$ cat src/rtl/pc_fetch_ctrl_if.sv
// Fetch-side bundle between the PC/fetch controller and its surroundings:
// stall/redirect inputs, memory handshake and the fetch address outputs.
interface pc_fetch_ctrl_if #(
  parameter int WIDTH = 32
);
  logic             stall;
  logic             addr_ok;
  logic             exc_valid;
  logic [WIDTH-1:0] exc_target;
  logic             eret_valid;
  logic [WIDTH-1:0] eret_target;
  logic             br_valid;
  logic [WIDTH-1:0] br_target;
  logic [WIDTH-1:0] pc;
  logic             req;
  logic             started;
  logic             addr_err;
  logic             redirect_pending;

  modport master (
    input  stall, addr_ok,
    input  exc_valid, exc_target,
    input  eret_valid, eret_target,
    input  br_valid, br_target,
    output pc, req, started, addr_err, redirect_pending
  );

  modport slave (
    output stall, addr_ok,
    output exc_valid, exc_target,
    output eret_valid, eret_target,
    output br_valid, br_target,
    input  pc, req, started, addr_err, redirect_pending
  );
endinterface

$ cat src/rtl/pc_fetch_ctrl.sv
// Program counter and fetch-request generator: boots from RESET_VECTOR, applies
// prioritised redirects and buffers one redirect while a request is unaccepted.
module pc_fetch_ctrl #(
  parameter int               WIDTH        = 32,
  parameter logic [WIDTH-1:0] RESET_VECTOR = 32'hBFC00000,
  parameter int               STEP         = 4,
  parameter int               ALIGN_BITS   = 2
) (
  input logic             clk,
  input logic             rst,
  pc_fetch_ctrl_if.master bus
);

  typedef enum logic [1:0] {BOOT, RUN, HOLD} state_t;
  // Ordered so that a numerically larger class wins arbitration.
  typedef enum logic [1:0] {CLS_NONE, CLS_BR, CLS_ERET, CLS_EXC} cls_t;

  state_t           state_q, state_d;
  cls_t             pend_class_q, pend_class_d;
  cls_t             cur_class, sel_class;
  logic [WIDTH-1:0] pc_q, pc_d;
  logic [WIDTH-1:0] pend_target_q, pend_target_d;
  logic [WIDTH-1:0] cur_target, sel_target;
  logic             started_q, started_d;
  logic             pending, addr_err, req, accept, locked, sel_valid;

  assign pending  = (state_q == HOLD);
  assign addr_err = started_q & (pc_q[ALIGN_BITS-1:0] != '0);
  assign req      = started_q & ~bus.stall & ~addr_err;
  assign accept   = req & bus.addr_ok;
  assign locked   = req & ~bus.addr_ok;

  always_comb begin
    cur_class  = CLS_NONE;
    cur_target = '0;
    if (bus.exc_valid) begin
      cur_class  = CLS_EXC;
      cur_target = bus.exc_target;
    end else if (bus.eret_valid) begin
      cur_class  = CLS_ERET;
      cur_target = bus.eret_target;
    end else if (bus.br_valid) begin
      cur_class  = CLS_BR;
      cur_target = bus.br_target;
    end

    // The buffered redirect only wins over a strictly lower current class.
    sel_class  = cur_class;
    sel_target = cur_target;
    if (pending && (pend_class_q > cur_class)) begin
      sel_class  = pend_class_q;
      sel_target = pend_target_q;
    end
    sel_valid = (sel_class != CLS_NONE);
  end

  always_comb begin
    state_d       = state_q;
    pc_d          = pc_q;
    started_d     = started_q;
    pend_class_d  = pend_class_q;
    pend_target_d = pend_target_q;
    case (state_q)
      BOOT: begin
        state_d   = RUN;
        started_d = 1'b1;
      end
      RUN, HOLD: begin
        if (!locked) begin
          if (sel_valid) begin
            pc_d         = sel_target;
            pend_class_d = CLS_NONE;
            state_d      = RUN;
          end else if (accept) begin
            pc_d = pc_q + WIDTH'(STEP);
          end
        end else if (cur_class != CLS_NONE) begin
          pend_class_d  = sel_class;
          pend_target_d = sel_target;
          state_d       = HOLD;
        end
      end
      default: state_d = BOOT;
    endcase
  end

  always_ff @(posedge clk) begin
    if (rst) begin
      state_q       <= BOOT;
      pc_q          <= RESET_VECTOR;
      started_q     <= 1'b0;
      pend_class_q  <= CLS_NONE;
      pend_target_q <= '0;
    end else begin
      state_q       <= state_d;
      pc_q          <= pc_d;
      started_q     <= started_d;
      pend_class_q  <= pend_class_d;
      pend_target_q <= pend_target_d;
    end
  end

  assign bus.pc               = pc_q;
  assign bus.req              = req;
  assign bus.started          = started_q;
  assign bus.addr_err         = addr_err;
  assign bus.redirect_pending = pending;

endmodule

$ cat src/flat_wrapper.sv
// flat-port wrapper written by rule: the top's interface ports become plain ports
module pc_fetch_ctrl_flat 
#(
  parameter int               WIDTH        = 32,
  parameter logic [WIDTH-1:0] RESET_VECTOR = 32'hBFC00000,
  parameter int               STEP         = 4,
  parameter int               ALIGN_BITS   = 2
)
  (clk, rst, bus_stall, bus_addr_ok, bus_exc_valid, bus_exc_target, bus_eret_valid, bus_eret_target, bus_br_valid, bus_br_target, bus_pc, bus_req, bus_started, bus_addr_err, bus_redirect_pending);
  pc_fetch_ctrl_if #(.WIDTH(WIDTH)) bus_i ();
  input logic clk;
  input logic rst;
  input wire logic [$bits(bus_i.stall)-1:0] bus_stall;
  input wire logic [$bits(bus_i.addr_ok)-1:0] bus_addr_ok;
  input wire logic [$bits(bus_i.exc_valid)-1:0] bus_exc_valid;
  input wire logic [$bits(bus_i.exc_target)-1:0] bus_exc_target;
  input wire logic [$bits(bus_i.eret_valid)-1:0] bus_eret_valid;
  input wire logic [$bits(bus_i.eret_target)-1:0] bus_eret_target;
  input wire logic [$bits(bus_i.br_valid)-1:0] bus_br_valid;
  input wire logic [$bits(bus_i.br_target)-1:0] bus_br_target;
  output wire logic [$bits(bus_i.pc)-1:0] bus_pc;
  output wire logic [$bits(bus_i.req)-1:0] bus_req;
  output wire logic [$bits(bus_i.started)-1:0] bus_started;
  output wire logic [$bits(bus_i.addr_err)-1:0] bus_addr_err;
  output wire logic [$bits(bus_i.redirect_pending)-1:0] bus_redirect_pending;
  assign bus_i.stall = bus_stall;
  assign bus_i.addr_ok = bus_addr_ok;
  assign bus_i.exc_valid = bus_exc_valid;
  assign bus_i.exc_target = bus_exc_target;
  assign bus_i.eret_valid = bus_eret_valid;
  assign bus_i.eret_target = bus_eret_target;
  assign bus_i.br_valid = bus_br_valid;
  assign bus_i.br_target = bus_br_target;
  assign bus_pc = bus_i.pc;
  assign bus_req = bus_i.req;
  assign bus_started = bus_i.started;
  assign bus_addr_err = bus_i.addr_err;
  assign bus_redirect_pending = bus_i.redirect_pending;
  pc_fetch_ctrl #(.WIDTH(WIDTH), .RESET_VECTOR(RESET_VECTOR), .STEP(STEP), .ALIGN_BITS(ALIGN_BITS)) u_core (.clk(clk), .rst(rst), .bus(bus_i));
endmodule
$ cat config.mk
export PLATFORM = sky130hd
export DESIGN_NAME = pc_fetch_ctrl_flat
export DESIGN_NICKNAME = d
export VERILOG_FILES = /design/src/rtl/pc_fetch_ctrl_if.sv /design/src/rtl/pc_fetch_ctrl.sv /design/src/flat_wrapper.sv
export SDC_FILE = /design/constraint.sdc
export NUM_CORES = 1
export LEC_CHECK = 0
export ABC_AREA = 1
export CORE_MARGIN = 4
export CORE_UTILIZATION = 40
export CTS_CLUSTER_DIAMETER = 150
export DETAILED_ROUTE_END_ITERATION = 8
export PLACE_DENSITY_LB_ADDON = 0.25
export SYNTH_ARGS = -nofsm -noshare
export SYNTH_HDL_FRONTEND = slang
export SYNTH_SLANG_ARGS = --single-unit
$ cat constraint.sdc
create_clock -name clk -period 3 [get_ports clk]
set_input_delay 0.75 -clock clk [delete_from_list [all_inputs] [get_ports clk]]
set_output_delay 0.75 -clock clk [all_outputs]
set_load 0.02 [all_outputs]
Yosys cells after proc, flatten, opt, wreduce, memory -nomap -nowiden
Index checks and enable logic that the tools add are counted.

Input bits: 103. Word-level logic and storage cells: 50. Bits in registers: 69.

Add/subtract/negate cells: 1. Bitwise logic cells: 9. Equality and inequality tests: 5. Order comparisons: 1. Reduce and logical (&&, ||, !) cells: 12. Multiplexer cells: 17.

Operators by type and width (number): 32-bit 2-to-1 mux (6); 32-bit by 3-bit adder with 32-bit output (second input constant) (1); 2-bit 2-to-1 mux (9); 2-bit nonzero test (5); 3-bit AND reduction (3); 1-bit bitwise AND (5); 1-bit NOT (4); 2-bit one-hot mux with 2 select lines (1); 3-bit by 1-bit inequality test with 1-bit output (second input constant) (1); 3-bit inequality test (second input constant) (1); 2-bit by 1-bit equality test with 1-bit output (second input constant) (1); 2-bit equality test (second input constant) (1); 2-bit > comparator (1); 2-bit zero test (1); 2-bit inequality test (second input constant) (1); 2-bit AND reduction (1); 2-bit OR reduction (1); 1-bit logical AND (1); 1-bit 2-to-1 mux (1).

Depth between registers and ports, before layout
Depth after elaboration: 10. Mapped depth: 18. Gate-level depth less buffers: 17.

Least setup slack after synthesis
OpenSTA, ideal clock, no wires.

Kind: input-to-reg. Start: input bus_eret_valid. End: register u_core.pc_q[6], in the netlist u_core.bus.pc[6]. Cell stages on the path: 15. Required time: 2.885 ns. Setup time: 0.115 ns. Arrival time: 2.420 ns. Setup slack: 0.465 ns. Path through: buf_6 > nor2_4 > nor2_4 > inv_2 > ha_1 > a21oi_4 > nand2_2 > buf_6 > nand2_4 > nand2_4 > nor2_8 > buf_6 > nand2_1 > a21oi_1 > nor2_1.

Word-level cells in the longest chain between the ends: 8. Elaborated cells between the ends (all ways): 12. Those cells by class: order compare: 1; mux: 7; reduce/logical: 4.

Ends and longest elaborated chain: start: declaration (line flat_wrapper.sv:17) `input wire logic [$bits(bus_i.eret_valid)-1:0] bus_eret_valid;`; 2-bit 2-to-1 mux (line pc_fetch_ctrl.sv:39) `end else if (bus.eret_valid) begin`; 2-bit 2-to-1 mux (line pc_fetch_ctrl.sv:36) `if (bus.exc_valid) begin`; 2-bit > comparator (line pc_fetch_ctrl.sv:50) `if (pending && (pend_class_q > cur_class)) begin`; 1-bit logical AND (line pc_fetch_ctrl.sv:50); 2-bit 2-to-1 mux (line pc_fetch_ctrl.sv:50); 2-bit nonzero test (line pc_fetch_ctrl.sv:54) `sel_valid = (sel_class != CLS_NONE);`; 2-bit nonzero test (no source line); 3-bit AND reduction (no source line); end signal: assignment (line pc_fetch_ctrl.sv:96) `pc_q <= pc_d;`; end: declaration (line pc_fetch_ctrl.sv:21) `logic [WIDTH-1:0] pc_q, pc_d;`.

Parallel ways exist; a longest one is shown, timed or not. A chain may end at the register's enable or synchronous reset.

Final worst setup path
Start: input bus_stall. End: output bus_req.

Word-level cells in the longest chain between the ends: 3.

Ends and longest elaborated chain: start: declaration (line flat_wrapper.sv:13) `input wire logic [$bits(bus_i.stall)-1:0] bus_stall;`; 1-bit NOT (line pc_fetch_ctrl.sv:29) `assign req = started_q & ~bus.stall & ~addr_err;`; 1-bit bitwise AND (2 in a row) (line pc_fetch_ctrl.sv:29); end: declaration (line flat_wrapper.sv:22) `output wire logic [$bits(bus_i.req)-1:0] bus_req;`.

No other way between the ends.

==> results.md <==
- Run status: finished, final reports clean
- Most repeated cell in the gate-level netlist after synthesis: sky130_fd_sc_hd__nand2_1
- Die Width: 119 um
- Count of state elements after synthesis: 69
- Number of cells on the worst hold path: 2
- Cell types occupying the most area after synthesis: sky130_fd_sc_hd__dfxtp_1 (28%), sky130_fd_sc_hd__nand2_1 (20%), sky130_fd_sc_hd__inv_1 (7.1%), sky130_fd_sc_hd__o21ai_0 (6.9%), sky130_fd_sc_hd__a21oi_1 (6.3%)
- CTS tree: built
- Source of the worst hold timing path: u_core.state_q[1]
- Area added between synthesis and finish: 41.1%
- Filler Cells Inserted: 1182
- Layout cells sized above 1: 0.0823
- Post-Place Setup Slack: -121 ps
- Clk Latency, worst-skew pair: 330 ps
- Crit. Startpoint: bus_stall
- Total count of hold-check failures in the final report: 0
- Highest net fanout along the worst path: 3
- GRT Util Overall: 0.218
- Fin. max-slew vios: 0
- Total number of vias: 5583
- Maximum operating frequency: 357 MHz
- Detailed Place HPWL: 11600 um
- Final cycle utilization of the critical path: 0.933
- Layout Nets: 1076
- Top cell type's share of synthesized area: 0.280
- Number of top-level design ports: 139
- Tightest Hold Check Type: reg2reg
- Reg2Reg Launch Point: u_core.bus.pc[2]
- PortBufs: 138
- Library cell with the largest summed area after synthesis: sky130_fd_sc_hd__dfxtp_1
- WL per Instance: 13.5 um
- Drt total wl: 15400 um
- Total of warnings raised by yosys: 0
- Logic depth of the worst register-to-register path: 10
- Number of post-CTS setup repair buffers: 0
- Global-route wire length before repair: 25500 um
- Crit-path cells: clkdlybuf4s50_1 -> inv_1 -> nand3_1 -> inv_1 -> clkdlybuf4s50_1
- Area post-placement: 6620 um2
- Total global routing overflow: 0
- Final WS setup: 202 ps
- Most used flip-flop cell after synthesis: sky130_fd_sc_hd__dfxtp_1
- Layout Cell Area excl Fill: 6960 um2
- Dpl cells: 1124
- Pleak: 3.17 nW
- Post-synth top cells: sky130_fd_sc_hd__nand2_1 (258), sky130_fd_sc_hd__inv_1 (93), sky130_fd_sc_hd__nor2_1 (76)
- Core Region: 12100 um2
- Avg Inst Size Synth: 5.98 um2
- Crit path max-delay cell type: sky130_fd_sc_hd__clkdlybuf4s50_1
- Critical Path End Type: primary output
- Placement Rows: 40
- Launching element type of the critical path: primary input
- Max rail drop VDD: 0.292 mV
- H-tree lvl count: 3
- Share of synthesized flip-flops with an asynchronous set or reset: 0
- Setup Skew: 6.55 ps
- Final-layout worst hold slack: 512 ps
- Vias per std cell: 4.90
- Post-synthesis instance area: 4930 um2
- Actual transition at the worst max-transition pin: 540 ps
- Setup Viol. Count Final: 0
- Antenna-violating nets left: 0
- Hold endpoint: u_core.state_q[1]
- Number of buffers and inverters on the critical path: 4
- Maximum number of pins on one net before global-route repair: 47
- Headroom to the max-slew limit: 0.639
- Clock root buffer master: sky130_fd_sc_hd__clkbuf_16
- Vias in the first global route: 5254
- Critical Path RT: 2250 ps
- Setup TNS: 0 ps
- Antenna violations before repair: 0
- CTS clk-pin slew, worst paths: 60 ps
- Sinks on Clock Net: 69
- Share of the yosys chip area belonging to registers: 0.280
- Post-layout minimum cycle time: 2800 ps
- Floorplan die area: 14200 um2
- Slowest cell delay on critical path: 620 ps
- Net count after synthesis: 933
- Worst setup path category: in2out
- Die boundary height: 119 um
- RSZ-0062 raised after global routing: false
- Total of max-cap violations: 0
- Cells after synthesis: 824
- Cts hold-fix bufs: 0
- Gate family responsible for the most delay along the worst path: buffers and inverters
- Max Root-Sink Buffers: 2
- Antenna cell count: 0
- Post-synth cell types: 32
- Arrival time of data at the critical path endpoint: 2050 ps
- Remaining routing DRC violations: 0
- Number of violations reported at the end of detailed-routing iteration 0: 362
- Final Wtd Congestion: 0.867
- First-pass iteration count of the detailed router: 5
- Pwr Density: 454 nW/um2
- Inserted Clock Buffers: 9
- Number of instances resized during post-cts repair: 0
- Slack of the worst reg-to-reg path: 930 ps
- Post-layout instance count excluding filler cells: 1140
- Total Power Consumption: 3.16 mW
- Post-layout util: 0.577
- Number of enable flip-flop cells after synthesis: 0
- Initial standard-cell utilization of the core: 0.409
- Worst reg2reg path endpoint: u_core.bus.pc[26]
[worst max-delay path by stage]
| stage | endpoint | slack (ps) | depth (start not counted) |
|---|---|---|---|
| floorplan | u_core.bus.pc[6] | 460 | 15 |
| global placement | u_core.bus.pc[18] | -90 | 16 |
| detailed placement | u_core.bus.pc[26] | -120 | 15 |
| CTS | u_core.bus.pc[15] | 190 | 14 |
| global route | u_core.bus.pc[23] | 0.3 | 14 |
| finish | bus_req | 200 | 5 |
[layer usage]
| layer | up-vias | share of wire | track usage |
|---|---|---|---|
| met4 | 0 | 0.030 | 0.0768 |
| met1 | 2468 | 0.46 | 0.276 |
| met5 | - | 0 | 0 |
| li1 | 2922 | - | - |
| met3 | 33 | 0.052 | 0.0394 |
| met2 | 160 | 0.46 | 0.370 |
[final cells by class]
type | count | area (um2) | area share
multi-input combinational | 613 | 2920 | 0.420
timing repair buffer | 178 | 1740 | 0.250
sequential | 69 | 1380 | 0.199
inverter | 96 | 360 | 0.0518
clock buffer | 10 | 229 | 0.0329
tap | 168 | 210 | 0.0302
clock inverter | 6 | 111 | 0.0160
[cells by family after synthesis]
family          after synthesis  share of synthesized area
compound gates              176                      0.194
xor+xnor                     11                     0.0195
fa+ha+maj                     6                     0.0152
buf+inv                     142                      0.128
flops                        69                      0.280
simple gates                420                      0.363
[sequential cells by signal, indices dropped and copies added (netlist names)]
name,count
u_core.state_q,2
u_core.pend_target_q,32
u_core.bus.started,1
u_core.bus.pc,32
u_core.pend_class_q,2
[cell usage in the layout (no fill, tap or decap), drive strengths merged]
| cell type | count |
|---|---|
| nand2 | 267 |
| ha | 6 |
| or2 | 7 |
| o211ai | 21 |
| a21oi | 63 |
| o21ai | 84 |
| inv | 96 |
| bufinv | 3 |
| clkbuf | 10 |
| and2 | 2 |
| dfxtp | 69 |
| nand4 | 6 |
| nand3 | 50 |
| nor3 | 4 |
| nand3b | 3 |
| xnor2 | 6 |
| buf | 41 |
| o22ai | 8 |
| clkinv | 2 |
| xor2 | 5 |
| clkdlybuf4s50 | 137 |
| nor2 | 81 |
| clkinvlp | 1 |
[tightest hold or removal path, cell delays in order (launching register included)]
cell,delay (ps)
sky130_fd_sc_hd__dfxtp_1,340
sky130_fd_sc_hd__nand2_1,70
sky130_fd_sc_hd__a21oi_1,50
[power breakdown]
group	total (mW)	internal, mW	switching (mW)
sequential	1.08	0.989	0.0902
combinational	0.859	0.416	0.443
clock	1.22	0.812	0.409
Power figures use the tool's default switching activity.
